File: src/rtl/bubble_sort_ctrl_if.sv
// Stream bundle between the bubble-sort sequencer and its neighbours.
//   s_valid/s_ready/s_data          : input byte stream into the sequencer
//   m_valid/m_ready/m_data/m_last   : sorted byte stream out of the sequencer
// master: the environment side (drives s_valid, s_data, m_ready)
// slave : the sequencer side   (drives s_ready, m_valid, m_data, m_last)
interface bubble_sort_ctrl_if;
    logic       s_valid;
    logic       s_ready;
    logic [7:0] s_data;
    logic       m_valid;
    logic       m_ready;
    logic [7:0] m_data;
    logic       m_last;

    modport master (
        output s_valid, s_data, m_ready,
        input  s_ready, m_valid, m_data, m_last
    );

    modport slave (
        input  s_valid, s_data, m_ready,
        output s_ready, m_valid, m_data, m_last
    );
endinterface

File: src/rtl/bubble_sort_ctrl.sv
// Stream-side sequencer for the bubble_sorting_top pipeline.
// Collects INPUT_NUM bytes from the input stream into the sorter's packed vector,
// fires one sort_cks launch pulse, waits for sort_done (bounded by MAX_WAIT),
// captures the sorted vector and drains it byte-by-byte on the output stream.
//
// Ports:
//   clk, rst     : single clock, synchronous active-high reset
//   bus          : bubble_sort_ctrl_if.slave (s_* input stream, m_* output stream)
//   sort_din     : to sorter data_in, element k at [8k+7:8k]
//   sort_cks     : to sorter cks_in, one-cycle launch pulse
//   sort_dout    : from sorter data_out
//   sort_done    : from sorter final cks_out stage
//   clr_err      : clears timeout_err
//   busy         : low only in LOAD with no bytes collected
//   timeout_err  : sticky, set when WAIT gives up on sort_done
//
// Build option: define SORT_DESC_EN to drain elements N-1 down to 0.
//
// state  | meaning
// LOAD   | accept input bytes into sort_din
// LAUNCH | one cycle, sort_cks high
// WAIT   | waiting for sort_done, bounded by MAX_WAIT cycles
// DRAIN  | presenting captured result on the output stream
module bubble_sort_ctrl #(
    parameter int INPUT_NUM = 8,
    parameter int MAX_WAIT  = 64
) (
    input  logic                   clk,
    input  logic                   rst,
    bubble_sort_ctrl_if.slave      bus,
    output logic [8*INPUT_NUM-1:0] sort_din,
    output logic                   sort_cks,
    input  logic [8*INPUT_NUM-1:0] sort_dout,
    input  logic                   sort_done,
    input  logic                   clr_err,
    output logic                   busy,
    output logic                   timeout_err
);
    localparam int CW = (INPUT_NUM > 1) ? $clog2(INPUT_NUM) : 1;
    localparam int WW = $clog2(MAX_WAIT + 1);
    localparam logic [CW-1:0] LAST_IDX  = CW'(INPUT_NUM - 1);
    localparam logic [WW-1:0] WAIT_LAST = WW'(MAX_WAIT - 1);

    typedef enum logic [1:0] {LOAD, LAUNCH, WAIT, DRAIN} state_t;

    state_t state, state_next;

    logic [CW-1:0]          load_cnt;
    logic [CW-1:0]          drain_idx;
    logic [CW-1:0]          drain_sel;
    logic [WW-1:0]          wait_cnt;
    logic [8*INPUT_NUM-1:0] result;
    logic                   m_valid_q;
    logic                   s_fire;
    logic                   m_fire;
    logic                   load_last;
    logic                   wait_expired;

    // s_ready is combinational so it drops while rst is held, before the reset edge.
    assign bus.s_ready  = (state == LOAD) && !rst;
    assign s_fire       = bus.s_valid && bus.s_ready;
    assign m_fire       = m_valid_q && bus.m_ready;
    assign load_last    = (load_cnt == LAST_IDX);
    // Done has priority over expiry in the final WAIT cycle.
    assign wait_expired = (state == WAIT) && !sort_done && (wait_cnt == WAIT_LAST);

`ifdef SORT_DESC_EN
    assign drain_sel = LAST_IDX - drain_idx;
`else
    assign drain_sel = drain_idx;
`endif

    assign bus.m_valid = m_valid_q;
    assign bus.m_data  = result[8*drain_sel +: 8];
    assign bus.m_last  = m_valid_q && (drain_idx == LAST_IDX);
    assign busy        = !((state == LOAD) && (load_cnt == '0));

    always_ff @(posedge clk) begin
        if (rst) begin
            state <= LOAD;
        end else begin
            state <= state_next;
        end
    end

    always_comb begin
        state_next = state;
        case (state)
            LOAD:    if (s_fire && load_last) state_next = LAUNCH;
            LAUNCH:  state_next = WAIT;
            WAIT: begin
                if (sort_done)                   state_next = DRAIN;
                else if (wait_cnt == WAIT_LAST)  state_next = LOAD;
            end
            DRAIN:   if (m_fire && bus.m_last) state_next = LOAD;
            default: state_next = LOAD;
        endcase
    end

    always_ff @(posedge clk) begin
        if (rst) begin
            load_cnt    <= '0;
            drain_idx   <= '0;
            wait_cnt    <= '0;
            sort_din    <= '0;
            result      <= '0;
            sort_cks    <= 1'b0;
            m_valid_q   <= 1'b0;
            timeout_err <= 1'b0;
        end else begin
            // Both registered off the next state so they line up exactly with LAUNCH/DRAIN.
            sort_cks  <= (state_next == LAUNCH);
            m_valid_q <= (state_next == DRAIN);

            if (s_fire) begin
                sort_din[8*load_cnt +: 8] <= bus.s_data;
                load_cnt <= load_last ? '0 : load_cnt + CW'(1);
            end

            if (state == WAIT) begin
                if (sort_done || (wait_cnt == WAIT_LAST)) wait_cnt <= '0;
                else                                      wait_cnt <= wait_cnt + WW'(1);
                if (sort_done) result <= sort_dout;
            end

            if (m_fire) begin
                drain_idx <= (drain_idx == LAST_IDX) ? '0 : drain_idx + CW'(1);
            end

            if (wait_expired)  timeout_err <= 1'b1;
            else if (clr_err)  timeout_err <= 1'b0;
        end
    end
endmodule

File: src/flat_wrapper.sv
// flat-port wrapper written by rule: the top's interface ports become plain ports
module bubble_sort_ctrl_flat 
#(
    parameter int INPUT_NUM = 8,
    parameter int MAX_WAIT  = 64
)
  (clk, rst, sort_din, sort_cks, sort_dout, sort_done, clr_err, busy, timeout_err, bus_s_valid, bus_s_data, bus_m_ready, bus_s_ready, bus_m_valid, bus_m_data, bus_m_last);
  bubble_sort_ctrl_if bus_i ();
  input  logic clk;
  input  logic rst;
  output logic [8*INPUT_NUM-1:0] sort_din;
  output logic sort_cks;
  input  logic [8*INPUT_NUM-1:0] sort_dout;
  input  logic sort_done;
  input  logic clr_err;
  output logic busy;
  output logic timeout_err;
  input wire logic [$bits(bus_i.s_valid)-1:0] bus_s_valid;
  input wire logic [$bits(bus_i.s_data)-1:0] bus_s_data;
  input wire logic [$bits(bus_i.m_ready)-1:0] bus_m_ready;
  output wire logic [$bits(bus_i.s_ready)-1:0] bus_s_ready;
  output wire logic [$bits(bus_i.m_valid)-1:0] bus_m_valid;
  output wire logic [$bits(bus_i.m_data)-1:0] bus_m_data;
  output wire logic [$bits(bus_i.m_last)-1:0] bus_m_last;
  assign bus_i.s_valid = bus_s_valid;
  assign bus_i.s_data = bus_s_data;
  assign bus_i.m_ready = bus_m_ready;
  assign bus_s_ready = bus_i.s_ready;
  assign bus_m_valid = bus_i.m_valid;
  assign bus_m_data = bus_i.m_data;
  assign bus_m_last = bus_i.m_last;
  bubble_sort_ctrl #(.INPUT_NUM(INPUT_NUM), .MAX_WAIT(MAX_WAIT)) u_core (.clk(clk), .rst(rst), .bus(bus_i), .sort_din(sort_din), .sort_cks(sort_cks), .sort_dout(sort_dout), .sort_done(sort_done), .clr_err(clr_err), .busy(busy), .timeout_err(timeout_err));
endmodule
File: config.mk
export PLATFORM = sky130hd
export DESIGN_NAME = bubble_sort_ctrl_flat
export DESIGN_NICKNAME = d
export VERILOG_FILES = /design/src/rtl/bubble_sort_ctrl_if.sv /design/src/rtl/bubble_sort_ctrl.sv /design/src/flat_wrapper.sv
export SDC_FILE = /design/constraint.sdc
export NUM_CORES = 1
export LEC_CHECK = 0
export CAP_MARGIN = 0
export CORE_ASPECT_RATIO = 1.5
export CORE_MARGIN = 4
export CORE_UTILIZATION = 55
export DETAILED_ROUTE_END_ITERATION = 10
export DONT_BUFFER_PORTS = 1
export PLACE_DENSITY = 0.73
export SYNTH_ARGS = -nofsm -noshare
export SYNTH_HDL_FRONTEND = slang
export SYNTH_SLANG_ARGS = --single-unit
File: constraint.sdc
create_clock -name clk -period 2.3 [get_ports clk]
set_clock_uncertainty 0.05 [all_clocks]
set_input_delay 0.345 -clock clk [delete_from_list [all_inputs] [get_ports clk]]
set_output_delay 0.345 -clock clk [all_outputs]
set_load 0.02 [all_outputs]
==> key figures <==
Route
  – Drt via density: 5.71
  – Vias: 4743
  – ANT nets after route: 0
  – # DRC: 0
  – DRT Pass-1 Iters: 5
  – WL/cell: roughly 18 um
  – First-iteration detailed-routing DRC count: 170
  – WL final: about 15000 um

Floorplan
  – Core box area: 11200 um^2
  – Die width: 95.9 um
  – Die Span Y: 140 um
  – Boundary Pins: 156
  – Die area: 13400 um^2
  – Starting Density: a little under three fifths
  – FP Rows: 47

Synth
  – Synth area leader: dfxtp_1
  – Post-synth top area share: between 40% and 50%
  – Number of synthesized flops with an enable pin: 0
  – Mean post-synth cell area: 9.56 um^2
  – Cell with the most instances after synthesis: dfxtp_1
  – Cell variety after synth: 50
  – Ranking of synthesized cells by area: dfxtp_1 46%, mux2i_1 9.3%, nand2_1 8.5%
  – Yosys reg bits: 146
  – Asr flop ratio synth: 0%
  – Mapped Area: roughly 6400 um^2
  – Synth Instances: 667
  – Register area share after synthesis: 45.8%
  – Post-synth net total: 752
  – Synth top cells by count: 146 x dfxtp_1, 144 x nand2_1, 82 x a21oi_1
  – Top_reg_cell synth: dfxtp_1
  – Yosys warns: 0

Clock tree
  – Clock Tree Buf Depth: 2
  – Clk slew on worst S/H paths: ~0.060 ns
  – Root buf cell: clkbuf_16
  – H-tree depth: 4
  – CTS tree: done
  – Clk_lat worst skew: a little over 0.4 ns
  – CTS sink count: between 100 and 150
  – Cts bufs inserted: 17

Power
  – Power Density: a little under 800 nW/um^2
  – VDD IR-drop max: just over 0.5 mV
  – P_leak: 2.78 nW

STA
  – Final critical-path required period: 2.25 ns
  – RSZ-0062 raised after global routing: no
  – Worst Tran Pin Value: 0.690 ns
  – Max Slew Vio Count: 0
  – Setup TNS: 0 ns
  – FMAX: 0.445 GHz
  – Fin crit share: between 90% and 100%
  – Final setup violation count: 0
  – Hold Violations, Final: 0
  – Slew HR: 53.9%

Place
  – Placer Congestion: 0.757
  – Post-DP HPWL: 10600 um
  – Area of placed instances: 6440 um^2
  – Port Buffer Count: 0

Global route
  – Gr ovfl total: 0
  – Met1 global-route usage: between 20% and 30%
  – Antenna violations before repair: 0
  – Largest net degree at the start of global routing: 89
  – M3 GR Usage: 8.37%
  – Global route hottest layer: met2
  – Global-route usage over all layers: 23.1%
  – First-pass GRT wire length: 23800 um
  – Vias in the first global route: 4724
  – Global Route met2 Usage: 41.1%

Critical path
  – R2r startpoint: u_core.load_cnt[2]$_SDFFE_PP0P_
  – Worst-path cell chain: buf_12, mux4_2, mux2_2
  – R2r setup slk: 0.22 ns
  – Critical-path maximum fanout: 9
  – CP arrival: around 1.9 ns
  – Critical path data required time: 1.90 ns
  – CP Capture Type: output pin
  – CP max-delay cell: mux4_2
  – Worst R2R Path Depth: 5
  – CP startpoint: u_core.drain_idx[0]$_SDFFE_PP0P_
  – Critical path destination: bus_m_data[4]
  – Crit path largest cell delay: ~0.55 ns
  – FF-to-FF End: u_core.sort_din[36]$_SDFFE_PP0P_
  – Crit Path Class: flop to output pin
  – Critical path launch point type: flop

Final layout
  – Syn-to-layout area delta: 14.7%
  – Design area: 7310 um^2
  – Multi-input logic area: 3190 um^2
  – Final #Nets: 755
  – Layout cells sized above 1: 12.6%
  – Diodes inserted: 0
  – Register area: 2930 um^2
  – Filler Cell Count: 881

Run status
  – Outcome: finished, final reports clean

Job
  – Max-cap violations: 0

Worst hold path
  – Worst hold path type: input pin to flop
metrics by stage:
step                      cells  power [W]  hold slack [ns]  utilization [%]  setup WS, ns
after floorplan             667    0.00278            0.372                -       0.00943
after global placement      778    0.00279            0.377             57.7         0.347
after detailed placement    778    0.00280            0.383             57.7         0.236
after CTS                   830    0.00570        0.0000233             65.4        0.0104
after global routing        830    0.00585          0.00300             65.5       0.00461
final                       830    0.00566           0.0127             65.5        0.0515
cells by family (layout without fill, tap and decap cells):
kind of cell / Yosys count / count (layout) / synth area share [%]
muxes: 83 / 83 / 16.3
adders and majority gates: 7 / 7 / 1.37
and+or+nand+nor: 265 / 265 / 22.0
AOI/OAI and AO/OA: 110 / 110 / 10.1
buffers and inverters: 56 / 72 / 4.36
DFF: 146 / 146 / 45.8
final cells by class:
cell class                      instances  share of cell area (%)
Multi-Input combinational cell        465                    43.6
Sequential cell                       146                    40.0
Clock buffer                           19                    6.06
Timing Repair Buffer                   33                    5.03
Tap cell                              147                    2.51
Clock inverter                         13                    2.40
Inverter                                7                   0.359
worst min path at each step:
stage / cells past startpoint / from / slack [ns] / endpoint
3_3_place_gp: 1 / rst / 0.38 / u_core.sort_din[4]$_SDFFE_PP0P_
2_1_floorplan: 2 / u_core.wait_cnt[6]$_SDFFE_PP0N_ / 0.37 / u_core.wait_cnt[6]$_SDFFE_PP0N_
6_report: 2 / sort_dout[52] / 0.01 / u_core.result[52]$_SDFFE_PP0P_
4_1_cts: 2 / sort_dout[53] / 0.00002 / u_core.result[53]$_SDFFE_PP0P_
3_5_place_dp: 1 / rst / 0.38 / u_core.sort_din[0]$_SDFFE_PP0P_
5_1_grt: 2 / sort_dout[10] / 0.003 / u_core.result[10]$_SDFFE_PP0P_
power by group:
part	internal (W)	switching, W	total (W)
combinational	0.0000965	0.000142	0.000239
sequential	0.00254	0.0000150	0.00255
clock	0.00176	0.00112	0.00287
total	0.00439	0.00127	0.00566
what timing repair did:
item | CTS | global route
setup buffers | 1 | 0
hold endpoints to repair | 88 | 0
pin swaps | 0 | 0
resized for setup | 6 | 1
hold buffers | 18 | 0
endpoints found under the setup margin | 1 | 1
cloned | 1 | 0
cell usage in the layout (no fill, tap or decap), drive strengths merged, types with 16 or more instances in the layout:
cell type	n
dfxtp	146
dlygate4sd3	17
nand2	144
a21oi	82
mux4	16
buf	16
nand2b	60
clkbuf	19
mux2i	59
registers in the layout, indices dropped and copies added (netlist names):
name / flops
u_core.wait_cnt: 7
u_core.state: 2
u_core.sort_cks: 1
u_core.load_cnt: 3
u_core.sort_din: 64
u_core.timeout_err: 1
u_core.bus.m_valid: 1
u_core.drain_idx: 3
u_core.result: 64
critical path: cells and delay by family, from the launching register on:
kind,cells,cell delay [ns]
buffers and inverters,1,0.15
flip-flops,1,0.39
multiplexers,2,0.90
routing by layer:
metal  part of all wire [%]  vias up
met5                      0        -
met4                    2.4        0
met3                    9.2       21
met2                     54      187
met1                     34     2230
li1                       -     2305
Note: power is estimated with default switching activity, not from simulation.
